===== config.mk =====
export PLATFORM = sky130hd
export DESIGN_NAME = audio_voice_scheduler
export DESIGN_NICKNAME = d
export VERILOG_FILES = /design/src/rtl/audio_pkg.sv /design/src/rtl/audio_voice_ctx.sv /design/src/rtl/audio_voice_scheduler.sv
export SDC_FILE = /design/constraint.sdc
export NUM_CORES = 1
export LEC_CHECK = 0
export ABC_AREA = 1
export ABC_CLOCK_PERIOD_IN_PS = 5200
export BUFFER_PORTS_ARGS = -buffer_cell sky130_fd_sc_hd__buf_2
export CORE_ASPECT_RATIO = 1.25
export CORE_UTILIZATION = 34
export CTS_BUF_LIST = sky130_fd_sc_hd__clkbuf_4
export DETAILED_ROUTE_END_ITERATION = 6
export PLACE_DENSITY = 0.57
export SLEW_MARGIN = 20
export SYNTH_ARGS = -nofsm -noshare
export SYNTH_HDL_FRONTEND = slang
export SYNTH_HIERARCHICAL = 1
export SYNTH_SLANG_ARGS = --single-unit

===== constraint.sdc =====
create_clock -name Clk -period 5.2 [get_ports Clk]
set_input_delay 0.26 -clock Clk [delete_from_list [all_inputs] [get_ports Clk]]
set_output_delay 0.26 -clock Clk [all_outputs]
set_load 0.05 [all_outputs]

===== src/rtl/audio_pkg.sv =====
// Shared types and constants for the audio voice scheduler and its per-voice contexts.
package audio_pkg;
  localparam int SAMPLE_W          = 16;
  localparam int DEFAULT_ADDR_W    = 20;
  localparam int DEFAULT_ADDR_STEP = 4;

  typedef enum logic [1:0] {
    ST_IDLE,
    ST_ADDR,
    ST_DATA,
    ST_SAT
  } state_e;
endpackage


===== src/rtl/audio_voice_ctx.sv =====
// Per-voice playback context: pending start/stop requests, play flag, sample offset
// and the end-of-sample advance rule.
module audio_voice_ctx
  import audio_pkg::*;
#(
  parameter int ADDR_W    = DEFAULT_ADDR_W,
  parameter int ADDR_STEP = DEFAULT_ADDR_STEP
) (
  input  logic              Clk,
  input  logic              Reset,
  input  logic              apply,
  input  logic              start,
  input  logic              stop,
  input  logic              advance,
  input  logic [ADDR_W-1:0] len,
  input  logic              loop,
  output logic              active,
  output logic [ADDR_W-1:0] offset,
  output logic              done
);
  localparam logic [ADDR_W:0] STEP = (ADDR_W+1)'(ADDR_STEP);

  logic              active_q, active_d;
  logic [ADDR_W-1:0] offset_q, offset_d;
  logic              start_pend_q, start_pend_d;
  logic              stop_pend_q, stop_pend_d;
  logic              done_q, done_d;
  logic [ADDR_W:0]   next_off;

  always_comb begin
    start_pend_d = start_pend_q | start;
    stop_pend_d  = stop_pend_q | stop;
    active_d     = active_q;
    offset_d     = offset_q;
    done_d       = 1'b0;
    next_off     = {1'b0, offset_q} + STEP;
    if (apply) begin
      start_pend_d = 1'b0;
      stop_pend_d  = 1'b0;
      // Stop beats a simultaneous start; a zero-length start is meaningless.
      if (stop_pend_q | stop) begin
        active_d = 1'b0;
        offset_d = '0;
      end else if ((start_pend_q | start) && (len != '0)) begin
        active_d = 1'b1;
        offset_d = '0;
      end
    end else if (advance && active_q) begin
      if (next_off >= {1'b0, len}) begin
        offset_d = '0;
        if (!loop) begin
          active_d = 1'b0;
          done_d   = 1'b1;
        end
      end else begin
        offset_d = next_off[ADDR_W-1:0];
      end
    end
  end

  always_ff @(posedge Clk) begin
    if (Reset) begin
      active_q     <= 1'b0;
      offset_q     <= '0;
      start_pend_q <= 1'b0;
      stop_pend_q  <= 1'b0;
      done_q       <= 1'b0;
    end else begin
      active_q     <= active_d;
      offset_q     <= offset_d;
      start_pend_q <= start_pend_d;
      stop_pend_q  <= stop_pend_d;
      done_q       <= done_d;
    end
  end

  assign active = active_q;
  assign offset = offset_q;
  assign done   = done_q;
endmodule


===== src/rtl/audio_voice_scheduler.sv =====
// Mixes one sample per codec request by walking all voices, fetching one RAM word
// per active voice, summing and saturating to 16 bits.
module audio_voice_scheduler
  import audio_pkg::*;
#(
  parameter int NUM_VOICES = 4,
  parameter int ADDR_W     = DEFAULT_ADDR_W,
  parameter int ADDR_STEP  = DEFAULT_ADDR_STEP
) (
  input  logic                         Clk,
  input  logic                         Reset,
  input  logic                         sample_req,
  input  logic [NUM_VOICES-1:0]        voice_start,
  input  logic [NUM_VOICES-1:0]        voice_stop,
  input  logic [NUM_VOICES*ADDR_W-1:0] voice_base,
  input  logic [NUM_VOICES*ADDR_W-1:0] voice_len,
  input  logic [NUM_VOICES-1:0]        voice_loop,
  output logic [ADDR_W-1:0]            ram_addr,
  output logic                         ram_rd,
  input  logic signed [SAMPLE_W-1:0]   ram_data,
  output logic [SAMPLE_W-1:0]          LDATA,
  output logic [SAMPLE_W-1:0]          RDATA,
  output logic                         sample_valid,
  output logic [NUM_VOICES-1:0]        voice_active,
  output logic [NUM_VOICES-1:0]        voice_done,
  output logic                         overrun
);
  localparam int ACC_W = SAMPLE_W + $clog2(NUM_VOICES);
  localparam int VW    = (NUM_VOICES > 1) ? $clog2(NUM_VOICES) : 1;
  localparam logic [VW-1:0] LAST_V = VW'(NUM_VOICES - 1);
  localparam logic signed [ACC_W-1:0] SAT_MAX = ACC_W'(32767);
  localparam logic signed [ACC_W-1:0] SAT_MIN = ACC_W'(-32768);

  state_e                    state_q, state_d;
  logic [VW-1:0]             v_q, v_d;
  logic signed [ACC_W-1:0]   acc_q, acc_d;
  logic [SAMPLE_W-1:0]       out_q, out_d;
  logic                      valid_q, valid_d;
  logic                      overrun_q, overrun_d;
  logic                      req_q, req_d;
  logic                      req_prev_q, req_prev_d;
  logic [ADDR_W-1:0]         addr_hold_q, addr_hold_d;

  logic                      apply;
  logic                      req_edge;
  logic [NUM_VOICES-1:0]     advance_vec;
  logic [ADDR_W-1:0]         base_arr   [NUM_VOICES];
  logic [ADDR_W-1:0]         offset_arr [NUM_VOICES];
  logic [ADDR_W-1:0]         cur_addr;

  // Requests only take effect between frames, so a frame sees a stable voice set.
  assign apply    = (state_q == ST_IDLE);
  assign req_edge = req_q & ~req_prev_q;
  assign cur_addr = base_arr[v_q] + offset_arr[v_q];

  for (genvar gi = 0; gi < NUM_VOICES; gi++) begin : g_voice
    assign base_arr[gi]    = voice_base[gi*ADDR_W +: ADDR_W];
    assign advance_vec[gi] = (state_q == ST_DATA) && (v_q == VW'(gi));

    audio_voice_ctx #(
      .ADDR_W   (ADDR_W),
      .ADDR_STEP(ADDR_STEP)
    ) u_ctx (
      .Clk    (Clk),
      .Reset  (Reset),
      .apply  (apply),
      .start  (voice_start[gi]),
      .stop   (voice_stop[gi]),
      .advance(advance_vec[gi]),
      .len    (voice_len[gi*ADDR_W +: ADDR_W]),
      .loop   (voice_loop[gi]),
      .active (voice_active[gi]),
      .offset (offset_arr[gi]),
      .done   (voice_done[gi])
    );
  end

  always_comb begin
    state_d     = state_q;
    v_d         = v_q;
    acc_d       = acc_q;
    out_d       = out_q;
    valid_d     = 1'b0;
    overrun_d   = overrun_q;
    addr_hold_d = addr_hold_q;
    req_d       = sample_req;
    req_prev_d  = req_q;
    ram_rd      = 1'b0;
    ram_addr    = addr_hold_q;
    if (req_edge && (state_q != ST_IDLE)) overrun_d = 1'b1;
    unique case (state_q)
      ST_IDLE: begin
        if (req_edge) begin
          state_d = ST_ADDR;
          v_d     = '0;
          acc_d   = '0;
        end
      end
      ST_ADDR: begin
        if (voice_active[v_q]) begin
          ram_rd      = 1'b1;
          ram_addr    = cur_addr;
          addr_hold_d = cur_addr;
          state_d     = ST_DATA;
        end else if (v_q == LAST_V) begin
          state_d = ST_SAT;
        end else begin
          v_d = v_q + 1'b1;
        end
      end
      ST_DATA: begin
        acc_d = acc_q + ACC_W'(ram_data);
        if (v_q == LAST_V) begin
          state_d = ST_SAT;
        end else begin
          v_d     = v_q + 1'b1;
          state_d = ST_ADDR;
        end
      end
      ST_SAT: begin
        if (acc_q > SAT_MAX)      out_d = SAT_MAX[SAMPLE_W-1:0];
        else if (acc_q < SAT_MIN) out_d = SAT_MIN[SAMPLE_W-1:0];
        else                      out_d = acc_q[SAMPLE_W-1:0];
        valid_d = 1'b1;
        state_d = ST_IDLE;
      end
      default: state_d = ST_IDLE;
    endcase
  end

  always_ff @(posedge Clk) begin
    if (Reset) begin
      state_q     <= ST_IDLE;
      v_q         <= '0;
      acc_q       <= '0;
      out_q       <= '0;
      valid_q     <= 1'b0;
      overrun_q   <= 1'b0;
      req_q       <= 1'b0;
      req_prev_q  <= 1'b0;
      addr_hold_q <= '0;
    end else begin
      state_q     <= state_d;
      v_q         <= v_d;
      acc_q       <= acc_d;
      out_q       <= out_d;
      valid_q     <= valid_d;
      overrun_q   <= overrun_d;
      req_q       <= req_d;
      req_prev_q  <= req_prev_d;
      addr_hold_q <= addr_hold_d;
    end
  end

  assign LDATA        = out_q;
  assign RDATA        = out_q;
  assign sample_valid = valid_q;
  assign overrun      = overrun_q;
endmodule


==> flow_summary.yaml <==
run_status:
  status: "finished clean"
die:
  die_x_um: 181
  dieArea_mm2: 0.0410
  die_y_um: 226
  ioPinCount: 254
  coreArea_mm2: 0.0394
  start_util_pct: 34.7
  fp-row-count: 81
place:
  place_hpwl_mm: 36.4
  gp_congestion: 0.928
  dp_slack_ns: 1.36
  place_area_mm2: 0.0151
  dp_cells: 2860
  io_buffer_count: 253
critical_path:
  r2r_start: "v_q[1]$_SDFFE_PP0P_"
  cp_data_arrival_time_ns: 4.30
  path_class: "reg -> out"
  setup.worst_path.start_class: "register"
  rr_worst_depth: 12
  reg2reg_slack_ns: 1.50
  endpoint: "ram_addr[12]"
  cp_max_fo: 41
  cp-startpoint: "v_q[1]$_SDFFE_PP0P_"
  cp-end-kind: "primary output"
  required_ns: 4.94
  rr_endpoint: "g_voice[0].u_ctx/offset[17]$_SDFFE_PP0P_"
cts:
  max-clock-path-buffers: 2
  ctsResizeCount: 0
  cts_tree: "yes"
  htreeDepth: 4
  clk_latency_ns: 0.63
  cts_sinks: 150
  path_clk_slew_ns: 0.16
  root_buffer: "clkbuf_4"
  cts_buffers: 17
synth:
  yosysTopAreaCell: "dfxtp_1"
  synth_top_area_share_pct: 22.0
  ys_warn_count: 6
  syn_area_per_cell_um2: 6.23
  yosys_register_bits: 150
  yosys-top-cells-count: "534 x nand2_1, 315 x inv_1, 211 x nor2_1"
  ys_seq_area_share_pct: 22.0
  synth_cell_types: 45
  synthFlopType: "dfxtp_1"
  synth.most_common_cell: "nand2_1"
  syn-instance-count: 2193
  synthArstFlopShare_pct: 0
  syn-cell-area_mm2: 0.0137
  synth.area.top_cells: "dfxtp_1 22%, nand2_1 15%, ha_1 11%"
  synth_edf_count: 0
global_routing:
  grt_max_degree: 83
  track_usage_pct: 22.4
  grt-ovfl-total: 0
  antenna_found_initial: 1
  grt_pass1_wl_mm: 72.4
  grt_pass1_vias: 14187
power:
  leakage_nw: 8.00
  power_mw: 6.21
  power.density_mw_per_mm2: 401
  ir_drop_uv: 268
detailed_routing:
  routed_wl_mm: 46.0
  first_iter_violations: 882
  via_per_inst: 5.07
  drtPass1Iterations: 5
  avgRoutedWirePerCell_um: 15.8
  post-route-drc-count: 0
  final_antenna_net_count: 0
  vias: 14743
final_layout:
  nets: 2708
  areaGrowthSynthToFinish_pct: 13.4
  fin_area_mm2: 0.0155
  final_util_pct: 39.3
  register_area_mm2: 0.00300
  fin_cells: 2907
  post_route_cells_drive_above_1_share_pct: 15.2
  nFillCells: 4378
  multi_input_comb_area_mm2: 0.00884
sta:
  grt_setup_unrepaired: "no"
  fin_skew_ns: 0.0389
  tightest_slew_ns: 0.960
  slew_headroom_pct: 35.9
  final.setup.tns_ns: 0
  hold_slack_ns: 0.0926
  fmax_mhz: 219
  hold_viol_final: 0
  min_period_over_period_pct: 87.8
  slew_violations: 0
  setup_ws_ns: 0.637
  finalSetupViolCount: 0
  min_period_ns: 4.56
min_path:
  holdCritPathClass: "in -> reg"
flow_run:
  drv_cap: 0
-- report_power, final --
group          switching [mW]  total [mW]  internal (mW)
Sequential             0.0925        1.34           1.25
Clock                   0.509       0.806          0.297
Combinational            2.91        4.06           1.15
Total                    3.51        6.21           2.70
-- critical path: stages, from the launching register on --
cell,delay [ns]
dfxtp_1,0.34
buf_4,0.36
clkinv_1,0.48
buf_4,0.38
a32oi_1,0.29
inv_1,0.10
fa_1,0.47
inv_1,0.10
nand3_1,0.07
nand3_1,0.13
nand2_1,0.07
nand2_1,0.13
nand2_1,0.09
nand2_1,0.06
nand2_1,0.04
nand3_1,0.08
o21ai_0,0.13
inv_1,0.08
buf_2,0.25
-- state kept, by name (all words and copies together) (netlist names) --
signal                      cells
g_voice.u_ctx/offset           72
addr_hold_q                    20
acc_q                          18
LDATA                          16
g_voice.u_ctx/active            4
g_voice.u_ctx/done              4
g_voice.u_ctx/start_pend_q      4
g_voice.u_ctx/stop_pend_q       4
state_q                         2
v_q                             2
overrun                         1
req_prev_d                      1
req_prev_q                      1
sample_valid                    1
-- placed cells by master, fill, tap and decap left out, drive strengths merged, types with 5 or more instances in the layout --
master | netlist | layout
ha | 120 | 120
conb | 4 | 8
buf | 54 | 261
dlygate4sd3 | 1 | 14
a21oi | 199 | 199
nor3 | 23 | 23
nor4 | 5 | 5
dfxtp | 150 | 150
clkinv | 9 | 14
xor2 | 49 | 49
or2 | 10 | 10
nor2 | 227 | 227
nand2 | 550 | 550
a211oi | 5 | 5
nand4 | 116 | 116
o21ai | 117 | 117
inv | 327 | 333
xnor2 | 18 | 18
nand3b | 7 | 7
o22ai | 37 | 37
o21a | 7 | 7
nand3 | 97 | 97
clkbuf | 41 | 17
-- how the worst min path moves through the flow --
stage | start | endpoint | slack, ns | depth (start not counted)
6_report | ram_data[15] | acc_q[17]$_SDFFE_PP0P_ | 0.09 | 5
5_1_grt | ram_data[15] | acc_q[17]$_SDFFE_PP0P_ | 0.10 | 6
4_1_cts | ram_data[15] | acc_q[17]$_SDFFE_PP0P_ | 0.03 | 5
3_5_place_dp | g_voice[1].u_ctx/start_pend_q$_SDFF_PP0_ | g_voice[1].u_ctx/start_pend_q$_SDFF_PP0_ | 0.45 | 2
3_3_place_gp | g_voice[1].u_ctx/start_pend_q$_SDFF_PP0_ | g_voice[1].u_ctx/start_pend_q$_SDFF_PP0_ | 0.44 | 2
2_1_floorplan | voice_loop[0] | g_voice[0].u_ctx/done$_SDFF_PP0_ | 0.34 | 1
-- area by class of cell --
class | instances | share of cell area, %
Clock buffer | 17 | 0.824
Timing Repair Buffer | 275 | 9.48
Multi-Input combinational cell | 1615 | 57.1
Antenna cell | 1 | 0.0161
Clock inverter | 15 | 1.08
Inverter | 336 | 8.14
Sequential cell | 150 | 19.4
Tap cell | 498 | 4.02
-- what timing repair did --
item | 4_1_cts | 5_1_grt
hold endpoints to repair | 17 | 0
buffers inserted | 0 | 0
hold buffers | 14 | 0
-- logic make-up after synthesis --
group | share of synthesized area, %
buffers and inverters | 13.5
xor gates and xnor gates | 4.29
other | 0.110
AOI/OAI and AO/OA | 14.7
DFF | 22.0
adders and majority gates | 11.3
and+or+nand+nor | 34.1
-- layer usage --
metal | track usage, % | vias to the layer above | share of wire [%]
met3 | 3.03 | 82 | 4.7
met1 | 26.7 | 6712 | 43
met4 | 8.67 | 0 | 3.3
met2 | 40.3 | 442 | 49
met5 | 0 | - | 0
li1 | - | 7507 | -
No activity file was read; power rests on OpenSTA's default activity.
